--- config.mk ---
export PLATFORM = sky130hd
export DESIGN_NAME = imm_gen_pipe
export DESIGN_NICKNAME = d
export VERILOG_FILES = /design/src/rtl/imm_gen_pipe.sv
export SDC_FILE = /design/constraint.sdc
export NUM_CORES = 1
export LEC_CHECK = 0
export ABC_CLOCK_PERIOD_IN_PS = 2009
export BUFFER_PORTS_ARGS = -buffer_cell sky130_fd_sc_hd__clkbuf_2
export CORE_MARGIN = 1
export CORE_UTILIZATION = 46
export CTS_CLUSTER_DIAMETER = 40
export CTS_CLUSTER_SIZE = 25
export DETAILED_ROUTE_END_ITERATION = 10
export PLACE_DENSITY = 0.84
export SYNTH_ARGS = -nofsm -noshare
export SYNTH_HDL_FRONTEND = slang
export SYNTH_SLANG_ARGS = --single-unit
--- constraint.sdc ---
create_clock -name clk -period 2.01 [get_ports clk]
set_clock_uncertainty 0.15 [all_clocks]
set_input_delay 0.1005 -clock clk [delete_from_list [all_inputs] [get_ports clk]]
set_output_delay 0.1005 -clock clk [all_outputs]
set_load 0.02 [all_outputs]
--- src/rtl/imm_gen_pipe.sv ---
// -----------------------------------------------------------------------------
// imm_gen_pipe
//   Pipelined LEGv8 immediate generator for the decode stage.
//   Stage 1 captures the instruction word, and stage 2 captures the decoded
//   immediate, format code and illegal flag. Both stages are elastic, so the
//   block sustains one result per cycle and can absorb output backpressure.
//
// Parameters
//   N      output immediate width (32..64). The extension is done at 64 bits
//          and the low N bits are presented.
//   CNT_W  width of the saturating illegal-result counter.
//
// Ports
//   clk          rising-edge clock
//   reset        asynchronous active-high reset
//   in_valid     instr is valid
//   in_ready     stage 1 can accept this cycle (combinational, no bubble)
//   instr        32-bit instruction word
//   out_valid    imm/fmt/illegal are valid
//   out_ready    downstream accepts the result
//   imm          extended immediate (N bits)
//   fmt          0 none, 1 D, 2 CB, 3 B, 4 I, 5 MOVZ
//   illegal      opcode matched no supported format
//   cnt_clr      synchronous clear of illegal_cnt (wins over an increment)
//   illegal_cnt  saturating count of illegal results delivered downstream
//
// Build option
//   IMMGEN_MOVZ_EN  when defined, MOVZ decodes as fmt 5 with a shifted
//                   16-bit immediate. When undefined, MOVZ opcodes are
//                   reported as illegal.
// -----------------------------------------------------------------------------
module imm_gen_pipe #(
  parameter int N     = 64,
  parameter int CNT_W = 8
) (
  input  logic             clk,
  input  logic             reset,
  input  logic             in_valid,
  output logic             in_ready,
  input  logic [31:0]      instr,
  output logic             out_valid,
  input  logic             out_ready,
  output logic [N-1:0]     imm,
  output logic [2:0]       fmt,
  output logic             illegal,
  input  logic             cnt_clr,
  output logic [CNT_W-1:0] illegal_cnt
);

  localparam logic [CNT_W-1:0] CNT_MAX = '1;
  localparam logic [CNT_W-1:0] CNT_ONE = CNT_W'(1);

  // Stage 1 state
  logic        s1_valid_q, s1_valid_d;
  logic [31:0] instr_q, instr_d;

  // Stage 2 state
  logic         s2_valid_q, s2_valid_d;
  logic [N-1:0] imm_q, imm_d;
  logic [2:0]   fmt_q, fmt_d;
  logic         illegal_q, illegal_d;

  logic [CNT_W-1:0] cnt_q, cnt_d;

  // Decode results for the word held in stage 1
  logic [63:0] dec_imm64;
  logic [2:0]  dec_fmt;
  logic        dec_illegal;

  logic s2_ready;

  assign s2_ready = !s2_valid_q || out_ready;
  assign in_ready = !s1_valid_q || s2_ready;

  assign out_valid   = s2_valid_q;
  assign imm         = imm_q;
  assign fmt         = fmt_q;
  assign illegal     = illegal_q;
  assign illegal_cnt = cnt_q;

  // Opcode classification. The order of the items matters because the first
  // match wins. Branch offsets are left unscaled because the branch adder
  // applies the word shift.
  always_comb begin
    dec_imm64   = 64'd0;
    dec_fmt     = 3'd0;
    dec_illegal = 1'b0;
    casez (instr_q[31:21])
      11'b11111000010,
      11'b11111000000: begin // LDUR / STUR
        dec_fmt   = 3'd1;
        dec_imm64 = {{55{instr_q[20]}}, instr_q[20:12]};
      end
      11'b10110100???: begin // CBZ
        dec_fmt   = 3'd2;
        dec_imm64 = {{45{instr_q[23]}}, instr_q[23:5]};
      end
      11'b000101?????: begin // B
        dec_fmt   = 3'd3;
        dec_imm64 = {{38{instr_q[25]}}, instr_q[25:0]};
      end
      11'b1001000100?,
      11'b1101000100?: begin // ADDI / SUBI
        dec_fmt   = 3'd4;
        dec_imm64 = {52'd0, instr_q[21:10]};
      end
      11'b110100101??: begin // MOVZ
`ifdef IMMGEN_MOVZ_EN
        // The hw field selects a 16-bit lane. Lanes that fall beyond N are
        // lost when the result is truncated to N bits.
        dec_fmt   = 3'd5;
        dec_imm64 = {48'd0, instr_q[20:5]} << {instr_q[22:21], 4'b0000};
`else
        dec_illegal = 1'b1;
`endif
      end
      default: begin
        dec_illegal = 1'b1;
      end
    endcase
  end

  // Next-state logic for both pipeline stages and the counter
  always_comb begin
    s1_valid_d = s1_valid_q;
    instr_d    = instr_q;
    if (in_ready) begin
      s1_valid_d = in_valid;
      if (in_valid) begin
        instr_d = instr;
      end
    end

    // Stage 2 is written only when it is free or draining, so a stalled
    // result stays stable on the outputs.
    s2_valid_d = s2_valid_q;
    imm_d      = imm_q;
    fmt_d      = fmt_q;
    illegal_d  = illegal_q;
    if (s2_ready) begin
      s2_valid_d = s1_valid_q;
      if (s1_valid_q) begin
        imm_d     = dec_imm64[N-1:0];
        fmt_d     = dec_fmt;
        illegal_d = dec_illegal;
      end
    end

    cnt_d = cnt_q;
    if (cnt_clr) begin
      cnt_d = '0;
    end else if (s2_valid_q && out_ready && illegal_q && (cnt_q != CNT_MAX)) begin
      cnt_d = cnt_q + CNT_ONE;
    end
  end

  always_ff @(posedge clk or posedge reset) begin
    if (reset) begin
      s1_valid_q <= 1'b0;
      instr_q    <= 32'd0;
      s2_valid_q <= 1'b0;
      imm_q      <= '0;
      fmt_q      <= 3'd0;
      illegal_q  <= 1'b0;
      cnt_q      <= '0;
    end else begin
      s1_valid_q <= s1_valid_d;
      instr_q    <= instr_d;
      s2_valid_q <= s2_valid_d;
      imm_q      <= imm_d;
      fmt_q      <= fmt_d;
      illegal_q  <= illegal_d;
      cnt_q      <= cnt_d;
    end
  end

endmodule

==> impl_results.md, run 1 <==
- RD Place Congestion: 0.8562
- DR vias/cell: 5.341
- Via count: 2911
- First-pass GRT wire length: 13170 um
- Asr flop ratio synth: 100.0%
- Syn_area_per_cell: 11.08 um2
- Syn Nets: 357
- CTS clk-pin slew, worst paths: 0.08 ns
- Slew HR: 70.81%
- Area grow syn2layout: 31.85%
- Setup TNS: 0 ns
- WS Path Type: register to register
- Clock share of power: 36.5%
- Post-synthesis instance total: 319
- Final period util: 96.04%
- Detailed-route DRC error count: 0
- Run status: completed
- Min-Delay Path Class: input pin to asynchronous set/reset pin
- Peak Freq: 0.5180 GHz
- Leakage power: 2.159 nW
- Top cell type by total area after synthesis: dfrtp_1
- Routed wire length per instance: 15.28 um
- Post-synth top area share: 50.96%
- Rows: 31
- Routed Antenna Nets: 0
- Crit. End Element: register
- Core Region: 0.007331 mm2
- Num CTS Buffers: 9
- Top cells by area, synth: dfrtp_1 (51%), mux2_2 (11%), buf_4 (8.1%)
- VDD IR max: 0.5332 mV
- Critical path, cell by cell: ha_1, and2_1, a41o_2, or3_1, a21oi_1
- Synth Warn #: 0
- Initial antenna violation count: 0
- Sequential area share after synthesis: 50.96%
- Fin crit period: 1.930 ns
- Final core utilization: 63.59%
- WP data required: 2.14 ns
- Layout cells sized above 1: 42.60%
- Global Route Usage Sum: 22.49%
- Sequential share of power: 41.6%
- Die height: 89.68 um
- Post-synth cell types: 45
- Number of max-cap violations: 0
- Slew @ Worst Pin: 0.4370 ns
- Number of synthesized register bits: 72
- Skew-Pair Late Insertion Delay: 0.35 ns
- Dominant synthesized flop cell: dfrtp_1
- Detail Placement HPWL: 5851 um
- Sw Ratio: 29.14%
- Critical path buffers and inverters: 0
- Pre-Repair DR Iteration Count: 5
- IO buf count: 114
- Delay-heaviest family, CP: simple AND/OR/NAND/NOR gates
- Vias in the first global route: 2607
- CP arrival: 2.06 ns
- RSZ-0062 raised after global routing: false
- Setup-failing EPs final: 0
- Die area: 0.008042 mm2
- Sw power: 1.207 mW
- CTS tree: yes
- Critical path's slowest cell: dfrtp_1
- Startpoint Class: register
- Synthesized area: 0.003536 mm2
- Post-synth EDFFs: 0
- Int Power: 2.936 mW
- Nets: 480
- I/O pin count: 115
- Root Buffer: clkbuf_8
- Final hold slack: 0.1402 ns
- Power per cell area: 888.8 mW/mm2
- Clock buffer depth: 2
- Ant. Diodes: 0
- Die Width: 89.68 um
- GRT Residual Overflow: 0
- Starting Density: 48.23%
- Final Hold Viols: 0
- Final wirelength: 8329 um
- Sink Count: 72
- Gate power share: 21.9%
- CP Max Fanout: 11
- Final slew viol count: 0
- H-tree depth: 3
- Initial DRC count: 217
- Pin count of the biggest net entering global routing: 40
- Worst path max stage delay: 0.42 ns
## metrics by stage
step / total power [mW] / area [um2] / setup WS [ns] / cells
5_1_grt: 4.344 / 4662 / 0.006926 / 545
2_1_floorplan: 2.437 / 3540 / 0.01918 / 319
4_1_cts: 4.160 / 4661 / 0.06267 / 545
3_5_place_dp: 2.599 / 4024 / 0.04209 / 493
3_3_place_gp: 2.572 / 4024 / 0.1726 / 493
6_report: 4.144 / 4662 / 0.07955 / 545
## synthesized netlist by cell type, types with 4 or more instances
| cell | n |
|---|---|
| clkbuf_1 | 8 |
| nor2_1 | 14 |
| o21ai_1 | 11 |
| a21oi_1 | 12 |
| a32o_1 | 8 |
| a222oi_1 | 8 |
| mux2_2 | 33 |
| a221oi_1 | 5 |
| a22o_1 | 4 |
| buf_4 | 38 |
| nand2_1 | 37 |
| o21ai_0 | 12 |
| a211oi_1 | 4 |
| dfrtp_1 | 72 |
| buf_2 | 6 |
| nand2b_1 | 5 |
## worst min-delay path, delay by kind of cell
| kind | cells | cell delay [ns] |
|---|---|---|
| buffers and inverters | 3 | 0.95 |
## timing repair
item / in CTS / in global routing
hold buffers: 37 / 0
setup buffers: 0 / 0
endpoints found under the hold margin: 96 / 0
endpoints found under the setup margin: 0 / 1
gates resized for setup: 0 / 1
## state kept, by name, summed over array words and instances, names as in the netlist
signal,cells
instr_q,32
imm,26
illegal_cnt,8
fmt,3
illegal,1
out_valid,1
s1_valid_q,1
## path summary, 6_finish.rpt
kind	startpoint	depth (start not counted)	slack [ns]	endpoint
worst max-delay path	illegal_cnt[0]	5	0.08	illegal_cnt[4]
worst min-delay path	reset	3	0.14	illegal_cnt[1]
worst max register to register	illegal_cnt[0]	5	0.08	illegal_cnt[4]
min in group clk	fmt[2]	2	0.33	fmt[2]
worst min register to register	fmt[2]	2	0.33	fmt[2]
max in group asynchronous	reset	4	0.99	imm[15]
## cell families (layout without fill, tap and decap cells)
kind of cell / after synthesis / after routing / share of synthesized area (%)
AND/OR/NAND/NOR: 81 / 81 / 12.31
flip-flops: 72 / 72 / 50.96
AO/OA/AOI/OAI: 71 / 71 / 14.19
buffers and inverters: 56 / 183 / 10.40
multiplexers: 34 / 34 / 10.79
XOR/XNOR: 4 / 4 / 0.9910
adder cells (fa/ha/maj): 1 / 1 / 0.3538
## power groups by stage
stage | combinational [mW] | sequential, mW | clock, mW
detailed placement | 0.850 | 1.75 | 0
global placement | 0.833 | 1.74 | 0
finish | 0.907 | 1.73 | 1.51
CTS | 0.911 | 1.72 | 1.53
global route | 1.00 | 1.74 | 1.60
floorplan | 0.646 | 1.79 | 0
## layout by cell type, fill, tap and decap left out, types with 2 or more instances in the layout
cell type | synthesis | final
xnor2_1 | 3 | 3
a222oi_1 | 8 | 8
nor2_2 | 2 | 2
or3_1 | 3 | 3
dlygate4sd3_1 | 0 | 37
nor4_4 | 2 | 2
a21oi_1 | 12 | 12
nand3_1 | 2 | 2
a221oi_1 | 5 | 5
clkbuf_2 | 0 | 114
a211oi_1 | 4 | 4
o21ai_1 | 11 | 11
dfrtp_1 | 72 | 72
a22o_1 | 4 | 4
buf_12 | 0 | 3
nand2b_1 | 5 | 5
nand2_1 | 37 | 37
o21ai_0 | 12 | 12
nand3b_1 | 2 | 2
bufinv_16 | 0 | 4
buf_4 | 38 | 12
a32o_1 | 8 | 8
clkbuf_8 | 0 | 10
mux2_2 | 33 | 33
nor3_1 | 3 | 3
nor2_1 | 14 | 14
and2_1 | 3 | 3
## routing by layer
layer  GRT usage, %  part of all wire [%]
met1          30.22                    44
met2          34.71                    46
met3          4.845                   7.4
met4          11.11                   2.5
met5              0                     0
## final cells by class
class / count / area [um2]
well taps: 99 / 123.9
flip-flops and latches: 72 / 1802
fillers: 577 / 2669
inverters: 2 / 11.26
repair buffers: 166 / 1091
multi-input cells: 191 / 1368
clock buffers: 10 / 137.6
clock inverters: 5 / 128.9
No activity file was read; power rests on OpenSTA's default activity.
==> inputs of run 2 (changes only) <==
CELL_PAD_IN_SITES_DETAIL_PLACEMENT = 1   (was not set)
CELL_PAD_IN_SITES_GLOBAL_PLACEMENT = 2   (was not set)
CORE_UTILIZATION = 28   (was 46)
PLACE_DENSITY = 0.83   (was 0.84)
==> impl_results.md, run 2 (synthesis gave the netlist of run 1 again) <==
- Run status: completed (unchanged)
- CTS tree: yes (unchanged)
- Routed Antenna Nets: 0 (unchanged)
- Startpoint Class: register (unchanged)
- RD Place Congestion: 0.7389 (was 0.8562)
- Detailed-route DRC error count: 0 (unchanged)
- Final wirelength: 9742 um (was 8329 um)
- Via count: 2880 (was 2911)
- Final Hold Viols: 0 (unchanged)
- Layout fillers: 1366 (was 577)
- CP arrival: 2.05 ns (was 2.06 ns)
- Commonest non-fill, non-tap cell in the layout: clkbuf_2 (unchanged)
- Max reg flops: 32 (unchanged)
- CTS clk-pin slew, worst paths: 0.06 ns (was 0.08 ns)
- Area of the multi-input gates: 0.001391 mm2 (was 0.001368 mm2)
- Final slew viol count: 0 (unchanged)
- Slew HR: 65.97% (was 70.81%)
- Ant. Diodes: 0 (unchanged)
- Worst path max stage delay: 0.42 ns (about the same)
- I/O pin count: 115 (unchanged)
- First-pass GRT wire length: 15620 um (was 13170 um)
- Num CTS Buffers: 9 (unchanged)
- Number of max-cap violations: 0 (unchanged)
- Most frequent cells in the layout: clkbuf_2 (114), dfrtp_1 (72), nand2_1 (37), dlygate4sd3_1 (37), mux2_2 (33) (unchanged)
- Final period util: 96.26% (was 96.04%)
- Core Region: 0.01216 mm2 (was 0.007331 mm2)
- Die area: 0.01308 mm2 (was 0.008042 mm2)
- Rows: 40 (was 31)
- Peak Freq: 0.5168 GHz (was 0.5180 GHz)
- Power per cell area: 946.8 mW/mm2 (was 888.8 mW/mm2)
- Routed wire length per instance: 15.81 um (was 15.28 um)
- Final hold slack: 0.1830 ns (was 0.1402 ns)
- Layout cells sized above 1: 43.08% (was 42.60%)
- Die height: 114.4 um (was 89.68 um)
- Setup-failing EPs final: 0 (unchanged)
- Pre-Repair DR Iteration Count: 5 (unchanged)
- Critical path's slowest cell: dfrtp_1 (unchanged)
- Delay-heaviest family, CP: simple AND/OR/NAND/NOR gates (unchanged)
- VDD IR max: 0.4089 mV (was 0.5332 mV)
- Crit. End Element: register (unchanged)
- Seq. cell area: 0.001802 mm2 (unchanged)
- Root Buffer: clkbuf_16 (was clkbuf_8)
- H-tree depth: 3 (unchanged)
- Critical path buffers and inverters: 0 (unchanged)
- IO buf count: 114 (unchanged)
- Slew @ Worst Pin: 0.5094 ns (was 0.4370 ns)
- Largest reg by FF count: instr_q (unchanged)
- GRT Residual Overflow: 0 (unchanged)
- Nets: 482 (was 480)
- Initial antenna violation count: 0 (unchanged)
- Power Total: 4.619 mW (was 4.144 mW)
- DR vias/cell: 4.675 (was 5.341)
- Sink Count: 72 (unchanged)
- Clock buffer depth: 2 (unchanged)
- WP data required: 2.13 ns (was 2.14 ns)
- Setup TNS: 0 ns (unchanged)
- Die Width: 114.4 um (was 89.68 um)
- Starting Density: 29.07% (was 48.23%)
- Skew-Pair Late Insertion Delay: 0.34 ns (was 0.35 ns)
- Min-Delay Path Class: input pin to asynchronous set/reset pin (unchanged)
- CP Max Fanout: 11 (unchanged)
- Vias in the first global route: 2925 (was 2607)
- Detail Placement HPWL: 7083 um (was 5851 um)
- Global Route Usage Sum: 15.66% (was 22.49%)
- Area grow syn2layout: 37.97% (was 31.85%)
- Fin crit period: 1.935 ns (was 1.930 ns)
- RSZ-0062 raised after global routing: true (was false)
- WS Path Type: register to register (unchanged)
- Leakage power: 2.212 nW (was 2.159 nW)
- Critical path, cell by cell: ha_1, and2_1, a41o_4, or3_1, a21oi_1 (was ha_1, and2_1, a41o_2, or3_1, a21oi_1)
- Initial DRC count: 295 (was 217)
- Pin count of the biggest net entering global routing: 53 (was 40)
## run 2: what timing repair did
item	in CTS	in global routing
endpoints found under the setup margin	0	16
buffers inserted	0	0
hold endpoints to repair	62	0
resized for setup	0	5
hold buffers	37	0
## run 2: worst reg2reg max path: cells and delay by family (launching register included)
| family | cells | cell delay, ns |
|---|---|---|
| DFF | 1 | 0.42 |
| and+or+nand+nor | 2 | 0.59 |
| adders and majority gates | 1 | 0.23 |
| AOI/OAI and AO/OA | 2 | 0.49 |
## run 2: final timing paths
path | depth (start not counted) | slack, ns | start | endpoint
setup / recovery | 5 | 0.08 | illegal_cnt[0] | illegal_cnt[4]
hold / removal | 3 | 0.18 | reset | imm[9]
setup reg to reg | 5 | 0.08 | illegal_cnt[0] | illegal_cnt[4]
hold reg to reg | 2 | 0.33 | imm[2] | imm[2]
max in group asynchronous | 4 | 0.89 | reset | instr_q[22]
min in group clk | 2 | 0.33 | imm[2] | imm[2]
## run 2: area by class of cell
type / count / share of cell area, %
Timing Repair Buffer: 168 / 22.67
Sequential cell: 72 / 36.93
Clock inverter: 6 / 2.719
Tap cell: 168 / 4.309
Inverter: 2 / 0.2308
Multi-Input combinational cell: 191 / 28.52
Clock buffer: 9 / 4.617
## run 2: where the power goes
| group | switching [mW] | total (mW) | internal (mW) |
|---|---|---|---|
| Combinational | 0.553 | 0.935 | 0.382 |
| Sequential | 0.141 | 1.73 | 1.59 |
| Clock | 0.627 | 1.95 | 1.33 |
| Total | 1.32 | 4.62 | 3.30 |
## run 2: per-layer routing
metal	routed length [um]	track usage, %
met3	548	4.500
met1	4410	20.89
met2	4680	24.65
met4	102	4.675
met5	0	0
## run 2: stage by stage
| stage | setup WS, ns | utilization (%) | instances | area (um2) |
|---|---|---|---|---|
| finish | 0.07517 | 40.11 | 616 | 4878 |
| CTS | 0.001037 | 39.91 | 616 | 4853 |
| detailed placement | 0.009801 | 33.92 | 564 | 4125 |
| global placement | 0.1406 | 33.92 | 564 | 4125 |
| global route | -0.02769 | 40.11 | 616 | 4878 |
| floorplan | 0.01918 | - | 319 | 3540 |
==> inputs of run 3 (changes only) <==
HOLD_SLACK_MARGIN = 0.12   (was not set)
RECOVER_POWER = 100   (was not set)
==> impl_results.md, run 3 (synthesis gave the netlist of run 1 again) <==
- Min-Delay Path Class: input pin to asynchronous set/reset pin (unchanged)
- Startpoint Class: register (unchanged)
- GRT Residual Overflow: 0 (unchanged)
- Die height: 114.4 um (unchanged)
- Routed wire length per instance: 16.04 um (was 15.81 um)
- Layout cells sized above 1: 25.45% (was 43.08%)
- CP Max Fanout: 11 (unchanged)
- Num CTS Buffers: 9 (unchanged)
- IO buf count: 114 (unchanged)
- Final hold slack: 0.3258 ns (was 0.1830 ns)
- Area grow syn2layout: 34.68% (was 37.97%)
- Power Total: 4.577 mW (was 4.619 mW)
- Slew @ Worst Pin: 1.032 ns (was 0.5094 ns)
- Final Hold Viols: 0 (unchanged)
- Sink Count: 72 (unchanged)
- Worst path max stage delay: 0.42 ns (about the same)
- Run status: completed (unchanged)
- Initial DRC count: 312 (was 295)
- Peak Freq: 0.5171 GHz (was 0.5168 GHz)
- Area post-placement: 0.004125 mm2 (unchanged)
- I/O pin count: 115 (unchanged)
- Nets: 482 (unchanged)
- Global Route Usage Sum: 15.66% (unchanged)
- Pre-Repair DR Iteration Count: 6 (was 5)
- Pin count of the biggest net entering global routing: 53 (unchanged)
- Detailed-route DRC error count: 0 (unchanged)
- DR vias/cell: 4.708 (was 4.675)
- Skew-Pair Late Insertion Delay: 0.34 ns (about the same)
- Ant. Diodes: 0 (unchanged)
- Sequential share of power: 37.8% (was 37.4%)
- VDD IR max: 0.4079 mV (was 0.4089 mV)
- Slew HR: 30.80% (was 65.97%)
- Critical path, cell by cell: ha_1, and2_1, a41o_4, or3_1, a21oi_1 (unchanged)
- Leakage power: 1.952 nW (was 2.212 nW)
- Initial antenna violation count: 0 (unchanged)
- Setup Fix Bufs, Post-CTS: 0 (unchanged)
- Number of max-cap violations: 0 (unchanged)
- Rows: 40 (unchanged)
- Root Buffer: clkbuf_16 (unchanged)
- Gate power share: 19.4% (was 20.2%)
- Sw Ratio: 28.95% (was 28.59%)
- Design Area, Final: 0.004762 mm2 (was 0.004878 mm2)
- Core Region: 0.01216 mm2 (unchanged)
- CP arrival: 2.05 ns (about the same)
- WP data required: 2.12 ns (was 2.13 ns)
- RD Place Congestion: 0.7389 (unchanged)
- Int Power: 3.252 mW (was 3.298 mW)
- RSZ-0062 raised after global routing: true (unchanged)
- Most frequent cells in the layout: clkbuf_1 (79), dfrtp_1 (72), nand2_1 (37), dlygate4sd3_1 (37), clkbuf_2 (36) (was clkbuf_2 (114), dfrtp_1 (72), nand2_1 (37), dlygate4sd3_1 (37), mux2_2 (33))
- WS Path Type: register to register (unchanged)
- Starting Density: 29.07% (unchanged)
- Reg2reg path depth: 5 (unchanged)
- Die Width: 114.4 um (unchanged)
- Clock share of power: 42.8% (was 42.3%)
- Final wirelength: 9881 um (was 9742 um)
- CTS clk-pin slew, worst paths: 0.06 ns (about the same)
- Routed Antenna Nets: 0 (unchanged)
- Vias in the first global route: 2925 (unchanged)
- Setup-failing EPs final: 0 (unchanged)
- Commonest non-fill, non-tap cell in the layout: clkbuf_1 (was clkbuf_2)
- Final slew viol count: 0 (unchanged)
- Fin crit period: 1.934 ns (was 1.935 ns)
- CTS tree: yes (unchanged)
- Final period util: 96.22% (was 96.26%)
- Crit. End Element: register (unchanged)
- Via count: 2900 (was 2880)
- Largest reg by FF count: instr_q (unchanged)
- Sw power: 1.325 mW (was 1.320 mW)
- Max reg flops: 32 (unchanged)
- Critical path's slowest cell: dfrtp_1 (unchanged)
- First-pass GRT wire length: 15620 um (unchanged)
- Die area: 0.01308 mm2 (unchanged)
- Clock buffer depth: 2 (unchanged)
- Detail Placement HPWL: 7083 um (unchanged)
- H-tree depth: 3 (unchanged)
- Power per cell area: 961.2 mW/mm2 (was 946.8 mW/mm2)
[run 3: changes by cell type in the layout (fill, tap and decap cells not counted)]
| cell | before | now |
|---|---|---|
| clkbuf_4 | 0 | 1 |
| clkinvlp_2 | 0 | 1 |
| buf_4 | 14 | 13 |
| clkinvlp_4 | 2 | 1 |
| buf_12 | 3 | 2 |
| clkbuf_1 | 0 | 79 |
| clkbuf_2 | 114 | 36 |
[run 3: layer usage]
| layer | vias to the layer above | wire (um) | GRT usage (%) |
|---|---|---|---|
| met5 | - | 0 | 0 |
| met4 | 0 | 103 | 4.675 |
| met3 | 10 | 582 | 4.500 |
| met2 | 92 | 4723 | 24.65 |
| met1 | 1439 | 4471 | 20.89 |
| li1 | 1359 | - | - |
[run 3: per-stage QoR]
step	utilization (%)	TNS (ns)	cells	setup WS, ns
floorplan	-	0	319	0.01918
global placement	33.92	0	564	0.1406
detailed placement	33.92	0	564	0.009801
CTS	39.91	0	616	0.001037
global route	39.16	-0.02769	616	-0.02769
finish	39.16	0	616	0.07603
[run 3: cell type report]
cell class                 count  area, um2
clock buffer                   9      225.2
clock inverter                 6      132.6
fill                        1388       7400
inverter                       2      8.758
multi-input combinational    191       1391
sequential                    72       1802
tap                          168      210.2
timing repair buffer         168      992.2
[run 3: power by group through the flow]
stage	clock network, mW	registers [mW]	logic [mW]
2_1_floorplan	0	1.79	0.646
3_3_place_gp	0	1.74	0.864
3_5_place_dp	0	1.75	0.885
4_1_cts	2.00	1.73	0.943
5_1_grt	2.05	1.75	0.968
6_report	1.96	1.73	0.890
[run 3: path summary, 6_finish.rpt]
kind	from	endpoint	slack (ns)
max	illegal_cnt[0]	illegal_cnt[4]	0.08
min	reset	imm[9]	0.33
max reg2reg	illegal_cnt[0]	illegal_cnt[4]	0.08
min reg2reg	imm[2]	imm[2]	0.33
max in group asynchronous	reset	s1_valid_q	0.62
min in group clk	imm[2]	imm[2]	0.33
[run 3: critical path, delay by kind of cell (launching register included)]
family / cells / cell delay (ns)
AOI/OAI and AO/OA: 2 / 0.49
adders and majority gates: 1 / 0.23
DFF: 1 / 0.42
and+or+nand+nor: 2 / 0.58
[run 3: timing repair]
item / CTS / global route
hold endpoints to repair: 114 / 0
endpoints found under the setup margin: 0 / 16
resized for setup: 0 / 5
hold buffers: 37 / 0
